<file path="src/rtl/axi3_slave_wr_ctrl.sv">
// axi3_slave_wr_ctrl
//   AXI3 slave write-path controller. Accepts one write burst at a time on AW,
//   takes its W beats, writes each beat to a synchronous SRAM port, then
//   returns a single B response. FIXED, INCR and WRAP address generation;
//   reserved burst type 3 is handled as INCR.
//
// Parameters
//   DATA_W  write data width (strobe width DATA_W/8)
//   ID_W    AWID/WID/BID width
//   MEM_AW  SRAM word-address width, mem_addr = byte_addr[MEM_AW+1:2]
//
// Ports
//   ACLK, ARESET             clock, synchronous active-high reset
//   AW*  (ID,ADDR,LEN,SIZE,BURST,VALID,READY)   write address channel
//   W*   (ID,DATA,STRB,LAST,VALID,READY)        write data channel
//   B*   (ID,RESP,VALID,READY)                  write response channel
//   mem_we, mem_addr, mem_wdata, mem_wstrb      SRAM write port (registered)
//
// Configuration
//   AXI_SLV_WR_ERRCHK_EN  when defined, BRESP=SLVERR for protocol errors seen
//                         in the burst (WLAST/beat-count mismatch, WID!=AWID,
//                         reserved burst, oversize SIZE, illegal WRAP length).
//                         When undefined, BRESP is always OKAY.

module axi3_slave_wr_ctrl #(
  parameter int unsigned DATA_W = 32,
  parameter int unsigned ID_W   = 4,
  parameter int unsigned MEM_AW = 10
) (
  input  logic                ACLK,
  input  logic                ARESET,
  input  logic [ID_W-1:0]     AWID,
  input  logic [31:0]         AWADDR,
  input  logic [3:0]          AWLEN,
  input  logic [2:0]          AWSIZE,
  input  logic [1:0]          AWBURST,
  input  logic                AWVALID,
  output logic                AWREADY,
  input  logic [ID_W-1:0]     WID,
  input  logic [DATA_W-1:0]   WDATA,
  input  logic [DATA_W/8-1:0] WSTRB,
  input  logic                WLAST,
  input  logic                WVALID,
  output logic                WREADY,
  output logic [ID_W-1:0]     BID,
  output logic [1:0]          BRESP,
  output logic                BVALID,
  input  logic                BREADY,
  output logic                mem_we,
  output logic [MEM_AW-1:0]   mem_addr,
  output logic [DATA_W-1:0]   mem_wdata,
  output logic [DATA_W/8-1:0] mem_wstrb
);

  localparam int unsigned STRB_W = DATA_W / 8;

  typedef enum logic [1:0] {
    IDLE = 2'd0,
    DATA = 2'd1,
    RESP = 2'd2
  } state_t;

  state_t              state_q, state_n;
  logic                awready_q, awready_n;
  logic                wready_q, wready_n;
  logic                bvalid_q, bvalid_n;
  logic [ID_W-1:0]     bid_q, bid_n;
  logic [1:0]          bresp_q, bresp_n;
  logic                mem_we_q, mem_we_n;
  logic [MEM_AW-1:0]   mem_addr_q, mem_addr_n;
  logic [DATA_W-1:0]   mem_wdata_q, mem_wdata_n;
  logic [STRB_W-1:0]   mem_wstrb_q, mem_wstrb_n;

  logic [ID_W-1:0]     id_q, id_n;
  logic [31:0]         addr_q, addr_n;
  logic [3:0]          len_q, len_n;
  logic [2:0]          size_q, size_n;
  logic [1:0]          burst_q, burst_n;
  logic [3:0]          beat_cnt_q, beat_cnt_n;
  logic                last_beat;

`ifdef AXI_SLV_WR_ERRCHK_EN
  localparam logic [2:0] SIZE_LIM = 3'($clog2(STRB_W));
  logic                err_q, err_n;
  logic                aw_err;
  logic                beat_err;
`else
  logic                unused_inputs;
  assign unused_inputs = ^{WLAST, WID};
`endif

  // Address of the beat after 'a'. WRAP keeps the upper bits fixed at the
  // aligned base and lets only the low len_bytes window roll over.
  function automatic logic [31:0] next_addr(input logic [31:0] a,
                                            input logic [3:0]  l,
                                            input logic [2:0]  s,
                                            input logic [1:0]  b);
    logic [31:0] step;
    logic [31:0] len_bytes;
    logic [31:0] mask;
    step      = 32'd1 << s;
    len_bytes = ({28'd0, l} + 32'd1) << s;
    mask      = len_bytes - 32'd1;
    case (b)
      2'd0:    next_addr = a;
      2'd2:    next_addr = (a & ~mask) | ((a + step) & mask);
      default: next_addr = a + step;
    endcase
  endfunction

  assign last_beat = (beat_cnt_q == len_q);

`ifdef AXI_SLV_WR_ERRCHK_EN
  assign aw_err   = (AWBURST == 2'd3) || (AWSIZE > SIZE_LIM) ||
                    ((AWBURST == 2'd2) && !(AWLEN inside {4'd1, 4'd3, 4'd7, 4'd15}));
  assign beat_err = (WLAST != last_beat) || (WID != id_q);
`endif

  always_comb begin
    state_n     = state_q;
    awready_n   = awready_q;
    wready_n    = wready_q;
    bvalid_n    = bvalid_q;
    bid_n       = bid_q;
    bresp_n     = bresp_q;
    mem_we_n    = 1'b0;
    mem_addr_n  = mem_addr_q;
    mem_wdata_n = mem_wdata_q;
    mem_wstrb_n = mem_wstrb_q;
    id_n        = id_q;
    addr_n      = addr_q;
    len_n       = len_q;
    size_n      = size_q;
    burst_n     = burst_q;
    beat_cnt_n  = beat_cnt_q;
`ifdef AXI_SLV_WR_ERRCHK_EN
    err_n       = err_q;
`endif

    case (state_q)
      IDLE: begin
        // AWREADY comes up one cycle after reset release.
        awready_n = 1'b1;
        if (AWVALID && awready_q) begin
          id_n       = AWID;
          addr_n     = AWADDR;
          len_n      = AWLEN;
          size_n     = AWSIZE;
          burst_n    = AWBURST;
          beat_cnt_n = '0;
`ifdef AXI_SLV_WR_ERRCHK_EN
          err_n      = aw_err;
`endif
          awready_n  = 1'b0;
          wready_n   = 1'b1;
          state_n    = DATA;
        end
      end

      DATA: begin
        if (WVALID && wready_q) begin
          mem_we_n    = 1'b1;
          mem_addr_n  = addr_q[MEM_AW+1:2];
          mem_wdata_n = WDATA;
          mem_wstrb_n = WSTRB;
          beat_cnt_n  = beat_cnt_q + 4'd1;
          addr_n      = next_addr(addr_q, len_q, size_q, burst_q);
`ifdef AXI_SLV_WR_ERRCHK_EN
          err_n       = err_q | beat_err;
`endif
          // Burst end is decided by the beat count only; WLAST is advisory.
          if (last_beat) begin
            wready_n = 1'b0;
            bvalid_n = 1'b1;
            bid_n    = id_q;
`ifdef AXI_SLV_WR_ERRCHK_EN
            bresp_n  = (err_q | beat_err) ? 2'b10 : 2'b00;
`else
            bresp_n  = 2'b00;
`endif
            state_n  = RESP;
          end
        end
      end

      RESP: begin
        if (BREADY && bvalid_q) begin
          bvalid_n  = 1'b0;
          awready_n = 1'b1;
          state_n   = IDLE;
        end
      end

      default: begin
        state_n = IDLE;
      end
    endcase
  end

  always_ff @(posedge ACLK) begin
    if (ARESET) begin
      state_q     <= IDLE;
      awready_q   <= 1'b0;
      wready_q    <= 1'b0;
      bvalid_q    <= 1'b0;
      bid_q       <= '0;
      bresp_q     <= '0;
      mem_we_q    <= 1'b0;
      mem_addr_q  <= '0;
      mem_wdata_q <= '0;
      mem_wstrb_q <= '0;
      id_q        <= '0;
      addr_q      <= '0;
      len_q       <= '0;
      size_q      <= '0;
      burst_q     <= '0;
      beat_cnt_q  <= '0;
`ifdef AXI_SLV_WR_ERRCHK_EN
      err_q       <= 1'b0;
`endif
    end else begin
      state_q     <= state_n;
      awready_q   <= awready_n;
      wready_q    <= wready_n;
      bvalid_q    <= bvalid_n;
      bid_q       <= bid_n;
      bresp_q     <= bresp_n;
      mem_we_q    <= mem_we_n;
      mem_addr_q  <= mem_addr_n;
      mem_wdata_q <= mem_wdata_n;
      mem_wstrb_q <= mem_wstrb_n;
      id_q        <= id_n;
      addr_q      <= addr_n;
      len_q       <= len_n;
      size_q      <= size_n;
      burst_q     <= burst_n;
      beat_cnt_q  <= beat_cnt_n;
`ifdef AXI_SLV_WR_ERRCHK_EN
      err_q       <= err_n;
`endif
    end
  end

  assign AWREADY   = awready_q;
  assign WREADY    = wready_q;
  assign BVALID    = bvalid_q;
  assign BID       = bid_q;
  assign BRESP     = bresp_q;
  assign mem_we    = mem_we_q;
  assign mem_addr  = mem_addr_q;
  assign mem_wdata = mem_wdata_q;
  assign mem_wstrb = mem_wstrb_q;

endmodule
</file>
<file path="config.mk">
export PLATFORM = sky130hd
export DESIGN_NAME = axi3_slave_wr_ctrl
export DESIGN_NICKNAME = d
export VERILOG_FILES = /design/src/rtl/axi3_slave_wr_ctrl.sv
export SDC_FILE = /design/constraint.sdc
export NUM_CORES = 1
export LEC_CHECK = 0
export BUFFER_PORTS_ARGS = -buffer_cell sky130_fd_sc_hd__buf_4
export CAP_MARGIN = 10
export CORE_AREA = 5 5 86 120
export DETAILED_ROUTE_END_ITERATION = 12
export DIE_AREA = 0 0 91 125
export PLACE_DENSITY_LB_ADDON = 0.05
export SLEW_MARGIN = 20
export SYNTH_ARGS = -nofsm -noshare
export SYNTH_HDL_FRONTEND = slang
export SYNTH_SLANG_ARGS = --single-unit
</file>
<file path="constraint.sdc">
create_clock -name ACLK -period 3.62 [get_ports ACLK]
set_input_delay 0.362 -clock ACLK [delete_from_list [all_inputs] [get_ports ACLK]]
set_output_delay 0.362 -clock ACLK [all_outputs]
set_load 0.005 [all_outputs]
</file>
# ---- Word-level counts from Yosys, hierarchy flattened
# Index checks and enable logic that the tools add are counted.
dict set report op_classes {
  add_sub_neg 4
  eq_ne 9
  shift 2
  muxes 24
  bitwise_logic 5
  reduce_logical 18
}
# op count
set ops {}
lappend ops {{32-bit case mux with 2 select lines} 2}
lappend ops {{32-bit AND} 2}
lappend ops {{32-bit 2-to-1 mux} 2}
lappend ops {{32-bit adder} 1}
lappend ops {{32-bit inverter} 1}
lappend ops {{32-bit bitwise OR} 1}
lappend ops {{1-bit by 3-bit << shifter with 32-bit output, first input constant} 1}
lappend ops {{5-bit by 3-bit << shifter with 32-bit output} 1}
lappend ops {{32-bit by 1-bit subtractor with 32-bit output, second input constant} 1}
lappend ops {{4-bit AND reduction} 4}
lappend ops {{2-bit inequality test, second input constant} 5}
lappend ops {{1-bit 2-to-1 mux} 9}
lappend ops {{2-bit 2-to-1 mux} 4}
lappend ops {{4-bit 2-to-1 mux} 2}
lappend ops {{4-bit case mux with 2 select lines} 1}
lappend ops {{1-bit case mux with 2 select lines} 3}
lappend ops {{2-bit case mux with 3 select lines} 1}
lappend ops {{2-bit AND reduction} 3}
lappend ops {{3-bit AND reduction} 2}
lappend ops {{2-bit nonzero test} 3}
lappend ops {{4-bit by 1-bit adder with 5-bit output, second input constant} 1}
lappend ops {{4-bit by 1-bit adder with 4-bit output, second input constant} 1}
lappend ops {{2-bit == test, second input constant} 2}
lappend ops {{4-bit == test} 1}
lappend ops {{5 further kinds} 8}
dict set report totals {
  reg_bits 105
  input_bits 91
  output_inout_bits 56
}

# ---- Logic depth before layout (Yosys ltp)
dict set report depth {
  ltp_word 9
  ltp_mapped 13
  mapped_depth_nobuf 11
}

# ---- Worst setup path before layout
# Ideal clock, no wire load.
dict set report synth_path {
  path_type {register to register}
  startpoint {register size_q[0]}
  endpoint {register (tool-made name)}
  arrival_ps 2636
  required_time_ps 3562
  slack_ps 926
  stages_incl_launch_ff 12
  period_less_slack_ps 2694
  path_cell_list {dfxtp_1 clkbuf_1 nor3_1 ha_1 fa_1 a21o_1 a21oi_1 o21ai_0 o41ai_1 nand3b_1 o41ai_1 o21ba_1}
}
# item line_no
set synth_rtl {}
lappend synth_rtl {{start: declaration} 77} ;# logic [2:0] size_q, size_n;
lappend synth_rtl {{start signal: assignment} 235} ;# size_q <= size_n;

==> results.txt <==
setup repair bufs after CTS: 0
setup TNS: 0 ns
CTS Buffer Depth: 2
Hold Crit Class: in -> reg
Register-to-Register Path Depth: 8
vias in the first global route: 4276
CTS Hold Bufs: 0
total clock sinks: 85
global-route wire length before repair: 19800 um
Final #Nets: 789
I/O pins: 147
RSZ-0062 raised after global routing: false
Pwr Density: 403 mW/mm2
Post-CTS Resized: 0
period utilization: 88.0%
leak pwr: 2.37 nW
share of cells above drive strength 1: 23.6%
top_reg_cell synth: dfxtp_1
Worst Skew: 0.0103 ns
Overflow after GRT: 0
Worst-Skew Late Latency: 0.34 ns
root buf cell: clkbuf_16
drt total wl: 12300 um
critical path fanouts, max: 12
final worst slack: 0.434 ns
antenna fix cells: 0
RePlAce Congestion: 0.949
peak supply drop: 0.325 mV
final cell count without fillers: 801
largest area contributor in the netlist: dfxtp_1
crit path launch type: register
fin. max-slew vios: 0
max_cap viols: 0
# DRC: 0
worst endpoint required time: 3.85 ns
outcome: finished clean
Port Buf Inserts: 119
Fmax achieved: 314 MHz
final hold viol count: 0
initial antenna violation count: 0
slew margin rel.: 41.4%
Placed Cells incl. Taps: 785
Post-synth EDFFs: 0
Synth area leaders: dfxtp_1, nand2_1, a21oi_1, nor2_1, ha_1
pre-CTS setup slack: 0.478 ns
WS Path Type: reg -> reg
top post-synthesis cells by count: nand2_1, dfxtp_1, a21oi_1, nor2_1, clkbuf_1
Detailed Routing Iterations Pass 1: 4
synth unique cells: 69
die width: 91 um
Clk pin slew, worst setup/hold paths: 0.07 ns
hold path depth: 3
DR iter-0 viols: 295
# H-tree levels: 3
filler cell count: 851
Yosys top cell area share: 37.9%
Synth Instances: 584
Synth async-reset ratio: 0%
Core Region: 0.00920 mm2
Die Span Y: 125 um
Routed Antenna Nets: 0
Yosys reg bits: 85
largest net degree at the start of global routing: 86
top-count cell post-synth: nand2_1
worst-margin pin slew: 0.879 ns
P&R area growth vs syn: 28.0%
WL per Instance: 15.4 um
detailed placer's ending HPWL: 8980 um
crit path DAT: 3.42 ns
sequential area share after synthesis: 37.9%
area of the die: 0.0114 mm2
CTS tree: built
CP Capture Type: register
minimum clock period: 3.19 ns
row count: 42
initial core utilization: 48.8%
DR vias: 4403
combined area of all synthesized cells: 0.00449 mm2
final setup violating endpoints: 0
mean post-synth cell area: 7.69 um2
Via density: 5.50
GRT Overall Usage: 21.2%
yosys warns: 0
Tot Pwr: 0.00232 W
Num CTS Buffers: 9
==> critical path, cell delays in order, from the launching register on <==
cell and delay (ns):
dfxtp_1 0.57, ha_1 0.37, xor2_4 0.15, a221oi_2 0.36, a31oi_1 0.20, or3_4 0.46, o41ai_1 0.39, o311ai_1 0.24
o311a_1 0.34
==> worst paths after layout <==
check,start,endpoint,slack [ns]
worst max-delay path,len_q[0]$_SDFFE_PP0P_,register,0.43
worst min-delay path,WDATA[27],mem_wdata[27]$_SDFFE_PP0P_,0.27
worst max register to register,len_q[0]$_SDFFE_PP0P_,register,0.43
worst min register to register,mem_wdata[7]$_SDFFE_PP0P_,mem_wdata[7]$_SDFFE_PP0P_,0.45
==> layout by cell type (no fill, tap or decap), types with 3 or more instances in the layout <==
| master | count |
|---|---|
| o21ai_0 | 14 |
| o41ai_1 | 3 |
| a211oi_1 | 6 |
| xnor2_1 | 4 |
| nor4_1 | 3 |
| a21oi_1 | 81 |
| and3_1 | 3 |
| dfxtp_1 | 85 |
| mux2i_1 | 9 |
| nand4_1 | 4 |
| clkbuf_16 | 9 |
| inv_1 | 5 |
| o211ai_1 | 5 |
| or3_4 | 3 |
| nor2b_1 | 6 |
| nor2_1 | 44 |
| buf_4 | 130 |
| a311oi_1 | 5 |
| ha_1 | 11 |
| nand3_1 | 10 |
| o21bai_1 | 3 |
| xor2_1 | 13 |
| o31ai_1 | 3 |
| nand2b_1 | 10 |
| nor3_1 | 15 |
| a31oi_1 | 6 |
| nand2_1 | 147 |
==> layout make-up <==
| type | instances | area, um2 | share of cell area [%] |
|---|---|---|---|
| Clock buffer | 10 | 239 | 4.16 |
| Clock inverter | 6 | 93.8 | 1.63 |
| Inverter | 5 | 18.8 | 0.327 |
| Multi-Input combinational cell | 455 | 2580 | 44.9 |
| Sequential cell | 85 | 1700 | 29.6 |
| Tap cell | 110 | 138 | 2.39 |
| Timing Repair Buffer | 130 | 976 | 17.0 |
==> cell families after synthesis <==
| family | share of synthesized area, % |
|---|---|
| AOI/OAI and AO/OA | 20.3 |
| xor gates and xnor gates | 3.93 |
| adders and majority gates | 3.51 |
| buffers and inverters | 4.93 |
| DFF | 37.9 |
| muxes | 2.01 |
| other | 0.0835 |
| and+or+nand+nor | 27.3 |
==> power breakdown <==
part	switching (W)	internal [W]
combinational	0.000160	0.000137
clock	0.000392	0.000631
sequential	0.0000354	0.000961
==> per-layer routing <==
metal / part of all wire (%) / track usage, % / up-vias / wire, um
met3: 6.4 / 6.43 / 25 / 793
met4: 2.7 / 8.98 / 0 / 335
li1: - / - / 2233 / -
met2: 52 / 37.9 / 116 / 6370
met1: 39 / 22.7 / 2029 / 4830
met5: 0 / 0 / - / 0
==> through the flow <==
stage          hold WS (ns)  area, um2  utilization (%)
2_1_floorplan         0.436       4490                -
3_3_place_gp          0.442       5410             58.9
6_report              0.265       5750             62.5
4_1_cts               0.258       5750             62.5
5_1_grt               0.260       5750             62.5
3_5_place_dp          0.447       5410             58.9
No activity file was read; power rests on OpenSTA's default activity.
